`src/rtl/ysyx_23060208_axi_arbiter.sv`:
```
// Two-master (IFU read-only, LSU read/write) to one-slave AXI4-Lite arbiter, one transaction at a time.
// Define YSYX_23060208_ARB_RR_EN for round-robin between masters; otherwise fixed LSU-first priority.
module ysyx_23060208_axi_arbiter #(
    parameter int unsigned DATA_WIDTH = 32,
    parameter int unsigned STRB_WIDTH = DATA_WIDTH / 8
) (
    input  logic                  clk,
    input  logic                  rst,

    // Master 0: IFU, read only
    input  logic [DATA_WIDTH-1:0] m0_araddr,
    input  logic                  m0_arvalid,
    output logic                  m0_arready,
    output logic [DATA_WIDTH-1:0] m0_rdata,
    output logic [1:0]            m0_rresp,
    output logic                  m0_rvalid,
    input  logic                  m0_rready,

    // Master 1: LSU, read and write
    input  logic [DATA_WIDTH-1:0] m1_araddr,
    input  logic                  m1_arvalid,
    output logic                  m1_arready,
    output logic [DATA_WIDTH-1:0] m1_rdata,
    output logic [1:0]            m1_rresp,
    output logic                  m1_rvalid,
    input  logic                  m1_rready,
    input  logic [DATA_WIDTH-1:0] m1_awaddr,
    input  logic                  m1_awvalid,
    output logic                  m1_awready,
    input  logic [DATA_WIDTH-1:0] m1_wdata,
    input  logic [STRB_WIDTH-1:0] m1_wstrb,
    input  logic                  m1_wvalid,
    output logic                  m1_wready,
    output logic [1:0]            m1_bresp,
    output logic                  m1_bvalid,
    input  logic                  m1_bready,

    // Shared slave port
    output logic [DATA_WIDTH-1:0] s_araddr,
    output logic                  s_arvalid,
    input  logic                  s_arready,
    input  logic [DATA_WIDTH-1:0] s_rdata,
    input  logic [1:0]            s_rresp,
    input  logic                  s_rvalid,
    output logic                  s_rready,
    output logic [DATA_WIDTH-1:0] s_awaddr,
    output logic                  s_awvalid,
    input  logic                  s_awready,
    output logic [DATA_WIDTH-1:0] s_wdata,
    output logic [STRB_WIDTH-1:0] s_wstrb,
    output logic                  s_wvalid,
    input  logic                  s_wready,
    input  logic [1:0]            s_bresp,
    input  logic                  s_bvalid,
    output logic                  s_bready,

    output logic                  arb_busy
);

    typedef enum logic [1:0] {
        StIdle = 2'd0,
        StRdM0 = 2'd1,
        StRdM1 = 2'd2,
        StWrM1 = 2'd3
    } state_e;

    state_e r_state;
    state_e w_state_next;
    state_e w_grant_state;
    state_e w_m1_state;

    logic r_ar_done;
    logic r_aw_done;
    logic r_w_done;

    logic w_ar_hs;
    logic w_aw_hs;
    logic w_w_hs;
    logic w_r_hs;
    logic w_b_hs;
    logic w_leave;
    logic w_m1_req;

    assign w_ar_hs  = s_arvalid && s_arready;
    assign w_aw_hs  = s_awvalid && s_awready;
    assign w_w_hs   = s_wvalid && s_wready;
    assign w_r_hs   = s_rvalid && s_rready;
    assign w_b_hs   = s_bvalid && s_bready;
    assign w_leave  = (r_state != StIdle) && (w_state_next == StIdle);
    assign arb_busy = (r_state != StIdle);

    // LSU reads always go ahead of LSU writes.
    assign w_m1_req   = m1_arvalid || m1_awvalid;
    assign w_m1_state = m1_arvalid ? StRdM1 : StWrM1;

`ifdef YSYX_23060208_ARB_RR_EN
    // 1 means the LSU held the port last; 0 means the IFU did.
    logic r_last_grant;

    always_ff @(posedge clk) begin
        if (rst) begin
            r_last_grant <= 1'b0;
        end else if (w_leave) begin
            r_last_grant <= (r_state != StRdM0);
        end
    end

    always_comb begin
        w_grant_state = StIdle;
        if (w_m1_req && m0_arvalid) begin
            w_grant_state = r_last_grant ? StRdM0 : w_m1_state;
        end else if (w_m1_req) begin
            w_grant_state = w_m1_state;
        end else if (m0_arvalid) begin
            w_grant_state = StRdM0;
        end
    end
`else
    always_comb begin
        w_grant_state = StIdle;
        if (w_m1_req) begin
            w_grant_state = w_m1_state;
        end else if (m0_arvalid) begin
            w_grant_state = StRdM0;
        end
    end
`endif

    always_ff @(posedge clk) begin
        if (rst) begin
            r_state   <= StIdle;
            r_ar_done <= 1'b0;
            r_aw_done <= 1'b0;
            r_w_done  <= 1'b0;
        end else begin
            r_state <= w_state_next;
            if (w_leave) begin
                r_ar_done <= 1'b0;
                r_aw_done <= 1'b0;
                r_w_done  <= 1'b0;
            end else begin
                if (w_ar_hs) r_ar_done <= 1'b1;
                if (w_aw_hs) r_aw_done <= 1'b1;
                if (w_w_hs)  r_w_done  <= 1'b1;
            end
        end
    end

    always_comb begin
        w_state_next = r_state;
        case (r_state)
            StIdle:         w_state_next = w_grant_state;
            StRdM0, StRdM1: if (w_r_hs) w_state_next = StIdle;
            StWrM1:         if (w_b_hs) w_state_next = StIdle;
            default:        w_state_next = StIdle;
        endcase
    end

    always_comb begin
        m0_arready = 1'b0;
        m0_rdata   = '0;
        m0_rresp   = 2'b00;
        m0_rvalid  = 1'b0;
        m1_arready = 1'b0;
        m1_rdata   = '0;
        m1_rresp   = 2'b00;
        m1_rvalid  = 1'b0;
        m1_awready = 1'b0;
        m1_wready  = 1'b0;
        m1_bresp   = 2'b00;
        m1_bvalid  = 1'b0;
        s_araddr   = '0;
        s_arvalid  = 1'b0;
        s_rready   = 1'b0;
        s_awaddr   = '0;
        s_awvalid  = 1'b0;
        s_wdata    = '0;
        s_wstrb    = '0;
        s_wvalid   = 1'b0;
        s_bready   = 1'b0;
        case (r_state)
            StRdM0: begin
                s_araddr   = m0_araddr;
                s_arvalid  = m0_arvalid && !r_ar_done;
                m0_arready = s_arready && !r_ar_done;
                s_rready   = m0_rready;
                m0_rvalid  = s_rvalid;
                m0_rdata   = s_rdata;
                m0_rresp   = s_rresp;
            end
            StRdM1: begin
                s_araddr   = m1_araddr;
                s_arvalid  = m1_arvalid && !r_ar_done;
                m1_arready = s_arready && !r_ar_done;
                s_rready   = m1_rready;
                m1_rvalid  = s_rvalid;
                m1_rdata   = s_rdata;
                m1_rresp   = s_rresp;
            end
            StWrM1: begin
                // AW and W complete independently, in either order.
                s_awaddr   = m1_awaddr;
                s_awvalid  = m1_awvalid && !r_aw_done;
                m1_awready = s_awready && !r_aw_done;
                s_wdata    = m1_wdata;
                s_wstrb    = m1_wstrb;
                s_wvalid   = m1_wvalid && !r_w_done;
                m1_wready  = s_wready && !r_w_done;
                s_bready   = m1_bready;
                m1_bvalid  = s_bvalid;
                m1_bresp   = s_bresp;
            end
            default: ;
        endcase
    end

endmodule

```
`config.mk`:
```
export PLATFORM = sky130hd
export DESIGN_NAME = ysyx_23060208_axi_arbiter
export DESIGN_NICKNAME = d
export VERILOG_FILES = /design/src/rtl/ysyx_23060208_axi_arbiter.sv
export SDC_FILE = /design/constraint.sdc
export NUM_CORES = 1
export LEC_CHECK = 0
export ABC_AREA = 1
export ABC_CLOCK_PERIOD_IN_PS = 3200
export CORE_AREA = 2 2 141 143
export DETAILED_ROUTE_END_ITERATION = 7
export DIE_AREA = 0 0 143 145
export PLACE_DENSITY_LB_ADDON = 0.05
export SLEW_MARGIN = 20
export SYNTH_ARGS = -nofsm -noshare
export SYNTH_HDL_FRONTEND = slang
export SYNTH_SLANG_ARGS = --single-unit
```
`constraint.sdc`:
```
create_clock -name clk -period 3.2 [get_ports clk]
set_input_delay 0.32 -clock clk [delete_from_list [all_inputs] [get_ports clk]]
set_output_delay 0.32 -clock clk [all_outputs]
set_load 0.1 [all_outputs]
```
Word-level counts from Yosys, hierarchy flattened
Index checks and enable logic that the tools add are counted.
{"block": "op_classes", "multipliers": 0, "n_reduce_logical": 22, "n_bitwise": 0, "div_mod_pow": 0, "magnitude_cmp": 0, "muxes": 27, "add_sub_neg": 0, "shift": 0, "eq_ne": 3}
{"operator": "two-way mux 32 bit", "n": 4}
{"operator": "case mux 32 bit (2 select lines)", "n": 1}
{"operator": "logical AND 1 bit", "n": 13}
{"operator": "two-way mux 1 bit", "n": 12}
{"operator": "two-way mux 2 bit", "n": 6}
{"operator": "case mux 2 bit (3 select lines)", "n": 1}
{"operator": "equality test 2 bit, second input constant", "n": 2}
{"operator": "logical NOT 2 bit", "n": 2}
{"operator": "two-way mux 4 bit", "n": 1}
{"operator": "case mux 1 bit (2 select lines)", "n": 2}
{"operator": "OR reduction 2 bit", "n": 2}
{"operator": "logical NOT 1 bit", "n": 3}
{"operator": "equality test 2 x 1 -> 1 bit, second input constant", "n": 1}
{"operator": "nonzero test 2 bit", "n": 1}
{"operator": "logical OR 1 bit", "n": 1}
{"block": "totals", "reg_bits": 5, "output_inout_bits": 183, "n_memories": 0, "romBits": 0, "word_cells": 56, "in_bits": 182, "ram_bits": 0, "latch_bits": 0}

Logic depth before layout (Yosys ltp)
Gate-level depths: netlist (run 1).
{"block": "logic_depth", "word_depth": 8, "mapped_depth": 12}

Worst setup path before layout (run 1)
Ideal clock, no wire load.
{"block": "synth_timing", "path_type": "register to output", "startpoint": "reg r_state[1]", "endpoint": "out m1_awready", "stages_incl_launch_ff": 5, "path_slack_ns": -0.070, "path_buffers": 1, "arrival_ns": 2.950, "path_cell_list": "dfxtp_1 > ha_1 > buf_2 > inv_2 > nor3b_1"}
{"block": "synth_between", "elab_chain_len": 2}
{"element": "start: declaration", "line_no": "67", "text": "state_e r_state;"}
{"element": "start signal: assignment", "line_no": "131", "text": "r_state <= StIdle;"}
{"element": "start signal: assignment", "line_no": "136", "text": "r_state <= w_state_next;"}
{"element": "equality test 2 bit", "line_no": "181", "text": "case (r_state)"}
{"element": "two-way mux 1 bit", "line_no": "181"}
{"element": "end: declaration", "line_no": "29", "text": "output logic m1_awready,"}
Every way passes these cells.

Worst setup path after layout (run 1)
{"block": "layout_timing", "startpoint": "reg r_state[0]", "endpoint": "out s_araddr[29]"}
{"block": "layout_between", "elab_chain_len": 2}
{"element": "equality test 2 bit / equality test 2 x 1 -> 1 bit (equally long branches)", "line_no": "181"}
{"element": "case mux 32 bit (2 select lines) *", "line_no": "181"}
{"element": "end: declaration", "line_no": "39", "text": "output logic [DATA_WIDTH-1:0] s_araddr,"}
Every way passes the cells marked *; elsewhere a longest branch is shown, timed or not.

==> results of run 1 <==
[power groups by stage]
stage | combinational (mW) | clock [mW] | sequential, mW
6_report | 1.49 | 0.206 | 0.0734
5_1_grt | 1.56 | 0.214 | 0.0745
4_1_cts | 1.51 | 0.209 | 0.0735
3_5_place_dp | 1.51 | 0 | 0.0745
3_3_place_gp | 1.51 | 0 | 0.0741
2_1_floorplan | 1.03 | 0 | 0.0727
[cell families after synthesis]
kind of cell,synth area share (%)
flops,4.98
compound gates,10.5
buf+inv,35.4
simple gates,46.0
fa+ha+maj,3.11
[synth_stat cells, drive strengths merged, types with 4 or more instances]
library cell,n,share of area [%]
nor3b,4,2.0
nor2,4,0.75
a21oi,39,9.9
clkbuf,4,0.75
buf,23,5.7
nand2,221,42
dfxtp,5,5.0
inv,155,29
ha,5,3.1
[registers in the layout, summed over array words and instances, names as in the netlist]
register,cells
r_state,2
r_ar_done,1
r_aw_done,1
r_w_done,1
[how the worst min path moves through the flow]
stage and to:
2_1_floorplan r_state[0], 3_3_place_gp r_aw_done, 3_5_place_dp r_w_done, 4_1_cts r_w_done
5_1_grt r_w_done, 6_report r_w_done
[placed cells by master (no fill, tap or decap), types with 2 or more instances in the layout]
master,count
inv_1,153
clkbuf_16,3
nor3b_2,2
dfxtp_1,5
ha_1,2
nor2_1,4
clkdlybuf4s50_1,181
a21oi_1,38
nand2_2,4
nor3b_1,2
buf_4,185
buf_12,2
inv_2,2
ha_2,3
nand2_1,217
[cell type report]
type                    instances  area (sq um)  area share [%]
repair buffers                368          3240            58.5
multi-input cells             279          1200            21.8
flip-flops and latches          5           100            1.81
inverters                     155           582            10.5
clock buffers                   4          78.8            1.42
well taps                     265           332            5.99
[worst min-delay path: stages (launching register included)]
cell and delay [ns]:
dfxtp_1 0.32, a21oi_1 0.12, a21oi_1 0.05
[per-stage QoR]
stage | total power [mW] | TNS, ns | cell area [sq um] | utilization (%)
after floorplan | 1.11 | -0.140 | 2010 | -
after global placement | 1.58 | 0 | 5460 | 28.4
after detailed placement | 1.58 | 0 | 5460 | 28.4
after CTS | 1.79 | 0 | 5540 | 28.8
after global routing | 1.85 | 0 | 5540 | 28.8
final | 1.77 | 0 | 5540 | 28.8
[layer usage]
metal	track usage (%)	up-vias	part of all wire, %
met4	2.48	0	1.7
met5	0	-	0
met2	25.9	208	57
met3	2.28	14	8.6
li1	-	1968	-
met1	11.1	1621	33
==> metrics.txt, run 1 <==
CTS clock-pin slew for the worst setup and hold paths=0.03 ns; filler instances=about 2100; DIE HEIGHT=around 150 um; Seq pwr share=4.1%; yosys warns=0; PortBufs=364; FP Rows=51; # diodes=0; Post-Place Cells=1072; I/O pins=about 370; status=complete, no violations; worst r2r dst=r_aw_done; #FFs+latches synth=5; Post-synth EDFFs=0; DRT iter0 DRCs=83; Setup WS post-layout=0.758 ns; Chip Width=143 um; H-Tree Level Count=1; Sink Count=5; Netlist Area Pre-Place=0.00201 sq mm; combinational share of power=84.2%; via count=3811; maximum vdd drop=160 uV; GRT Overall Usage=12.0%; Cell Pwr Density=320 mW/mm^2; Fin. Hold Viols=0; crit path DAT=2.12 ns; Hold WS=0.541 ns; Worst Hold Launch=r_w_done; vias per inst=3.54; period utilization=roughly three quarters; Int Power=between 600 and 700 uW; area grow syn2layout=176%; Hold Path Depth=2; NumNets Final=~1000; Layout Cells excl Fill=1076; Post-Syn Nets=653; Crit path largest cell delay=around 0.56 ns; GR Overflow Total=0; vias in the first global route=3643; DPL Wire Length=11.7 mm; Worst Tran Pin Value=0.618 ns; synthesized instance count=466; crit path kind=flop to output port; share of cells above drive strength 1=25.0%; ys flop type=dfxtp_1; min Tclk post-route=2.44 ns; P_leak=3.54 nW; die area=roughly 0.021 sq mm; sequential fraction of the synthesis area=4.98%; Routed WL per cell=12.8 um; Slew Limit Fails=0; Worst path depth=6; starting density of the core=10.5%; CTS tree=built; Hold Buf Count CTS=0; Bufs and invs on worst path=3; # setup viols final=0; highest clock rate=410 MHz; CP delay by family, top=buffers and inverters; Worst-Skew Late Latency=0.23 ns; post-CTS setup buffer count=0; slowest CP cell=ha_2; syn avg cell area=4.31 sq um; CP Max Fanout=44; Critical Path Source Type=flop; clock buffer depth=2; Crit. End Element=output port; total CTS buffers=3; worst hold path type=flop to flop; CORE AREA=0.0192 sq mm; post-route DRC violation count=0; largest net degree at the start of global routing=70; Synth cell types=21; first drt pass iteration count=4; worst r2r src=r_state[0]; Reg2Reg Setup Slack=1.08 ns; wirelength, routed=13.8 mm; initial antenna violation count=0; critical path required time=2.88 ns; Setup WS pre-CTS=0.968 ns; Final ANT Viol Nets=0; Setup Skew=slightly above 0.0007 ns; Resized Gates After CTS=0; worst-case reg-to-reg path depth=12; slew margin rel.=roughly three fifths; Post-synth ARST share=0%; maxcap violations=0; Critical Path End=s_araddr[29]; Sw Ratio=64.2%; setup repair after global routing missed its margin=no; critical path cell sequence=inv_1 -> ha_2 -> buf_12 -> nand2_1 -> a21oi_1 -> buf_4; first-pass GRT wire length=19.7 mm; critical path launch point=r_state[0]; Net Switching=1.14 mW; root buffer cell=clkbuf_16; RD Place Congestion=between 0.8 and 0.9; Clk pwr share=11.6%
Power figures use the tool's default switching activity.
==> inputs of run 2 (changes only) <==
Settings changed: ABC_CLOCK_PERIOD_IN_PS 3200 to 2500, CORE_AREA 2 2 141 143 to 2 2 143 145, DIE_AREA 0 0 143 145 to 0 0 145 147.
Clock period 3.2 ns to 2.5 ns, I/O delays scaled along.
==> metrics.txt, run 2 (synthesis results as in run 1) <==
status=complete, no violations; largest net degree at the start of global routing=73 (+4.3%); Hold Buf Count CTS=0 (unchanged); vias per inst=3.56 (+0.54%); Biggest register=r_state; Int Power=1.18 mW (+85%); Setup Skew=0.00210 ns (+0.00138 ns); initial antenna violation count=0 (unchanged); Sw Ratio=57.4% (-6.8 points); Final ANT Viol Nets=0 (unchanged); total CTS buffers=3 (unchanged); maxcap violations=0 (unchanged); Seq pwr share=3.4% (-0.7 points); CORE AREA=0.0198 sq mm (+3.3%); Critical Path Source Type=flop; root buffer cell=clkbuf_16; NumNets Final=1000 (+0.10%); Clk pwr share=9.7% (-1.9 points); critical path cell sequence=inv_1 -> ha_1 -> inv_2 -> buf_12 -> a21oi_2 -> buf_12; # diodes=0 (unchanged); combinational share of power=86.9% (+2.7 points); min Tclk post-route=2.13 ns; Slew Limit Fails=0 (unchanged); slowest CP cell=dfxtp_1; P_leak=4.03 nW (+14%); Resized Gates After CTS=0 (unchanged); most frequent cells in the layout=nand2_1, clkdlybuf4s50_1, buf_12; Setup WS pre-CTS=0.585 ns (-0.383 ns); setup repair after global routing missed its margin=no; PortBufs=364 (unchanged); Fin. Hold Viols=0 (unchanged); Worst Tran Pin Value=0.427 ns (-0.191 ns); DPL Wire Length=13.7 mm (+17%); area grow syn2layout=286%; RD Place Congestion=0.801 (-5.0%); critical path required time=2.25 ns (-0.63 ns); crit path kind=flop to output port; I/O pins=365 (unchanged); GR Overflow Total=0 (unchanged); share of cells above drive strength 1=29.3% (+4.3 points); starting density of the core=10.1% (-0.34 points); post-CTS setup buffer count=0 (unchanged); die area=0.0213 sq mm (+2.8%); CP most frequent cell=buf_12; highest clock rate=470 MHz; Worst-Skew Late Latency=0.23 ns (about the same); Sink Count=5 (unchanged); Crit. End Element=output port; Reg2Reg Setup Slack=0.65 ns (-0.43 ns); clock buffer depth=2 (unchanged); DIE HEIGHT=147 um (+1.4%); total power draw=2.76 mW (+55%); DRT iter0 DRCs=102 (+23%); crit path DAT=1.88 ns (-0.24 ns); slew margin rel.=71.5% (+13 points); post-route DRC violation count=0 (unchanged); Crit path largest cell delay=0.36 ns (-0.20 ns); max reg flops=2 (unchanged); first-pass GRT wire length=23.6 mm (+20%); wirelength, routed=15.7 mm (+14%); Chip Width=145 um (+1.4%); DP Area=0.00769 sq mm (+41%); CP Max Fanout=22 (-50%); first drt pass iteration count=4 (unchanged); via count=3853 (+1.1%); GRT Overall Usage=14.3% (+2.3 points); # setup viols final=0 (unchanged); maximum vdd drop=165 uV (+2.6%); most common cell after layout, fill and taps aside=nand2_1; H-Tree Level Count=1 (unchanged); final instance area=0.00777 sq mm (+40%); Setup WS post-layout=0.370 ns (-0.388 ns); period utilization=between 80% and 90%; worst hold path type=flop to flop; Net Switching=1.58 mW (+39%); CTS clock-pin slew for the worst setup and hold paths=0.03 ns (about the same); vias in the first global route=3911 (+7.4%); CTS tree=built; Cell Pwr Density=355 mW/mm^2 (+11%); FP Rows=52 (+2.0%); Routed WL per cell=14.5 um (+13%)
==> run 2: routing by layer <==
metal | vias to the layer above | routed length (um) | GRT usage, %
li1 | 1967 | - | -
met1 | 1678 | 5740 | 15.2
met2 | 206 | 8340 | 27.3
met3 | 2 | 1540 | 5.59
met4 | 0 | 68 | 1.88
met5 | - | 0 | 0
==> run 2: power groups by stage <==
stage	Combinational, mW	Sequential [mW]	Clock [mW]
after floorplan	1.37	0.0943	0
after global placement	2.41	0.0959	0
after detailed placement	2.42	0.0958	0
after CTS	2.42	0.0950	0.272
after global routing	2.49	0.0960	0.282
final	2.40	0.0948	0.266
==> run 2: worst paths after layout <==
| path | cells past startpoint | start | to |
|---|---|---|---|
| setup / recovery | 6 | r_state[0] | s_araddr[21] |
| hold / removal | 2 | r_w_done | r_w_done |
| setup reg to reg | 12 | r_state[1] | r_aw_done |
| hold reg to reg | 2 | r_w_done | r_w_done |
==> run 2: worst max-delay path: cells and delay by family, from the launching register on <==
kind                     cells  cell delay, ns
adder cells (fa/ha/maj)      1            0.34
flip-flops                   1            0.36
buffers and inverters        4            0.86
AO/OA/AOI/OAI                1            0.07
==> run 2: layout make-up <==
class                      count  area (sq um)
fill                        2002         12100
timing repair buffer         369          5330
multi-input combinational    279          1340
inverter                     155           582
tap                          270           338
sequential                     5           100
clock buffer                   4          78.8
==> run 2: metrics by stage <==
stage / setup TNS (ns) / instances / hold WS (ns) / utilization (%)
2_1_floorplan: -1.40 / 466 / 0.319 / -
3_3_place_gp: 0 / 1078 / 0.534 / 38.7
3_5_place_dp: 0 / 1078 / 0.549 / 38.7
4_1_cts: 0 / 1082 / 0.560 / 39.1
5_1_grt: 0 / 1082 / 0.620 / 39.1
6_report: 0 / 1082 / 0.551 / 39.1
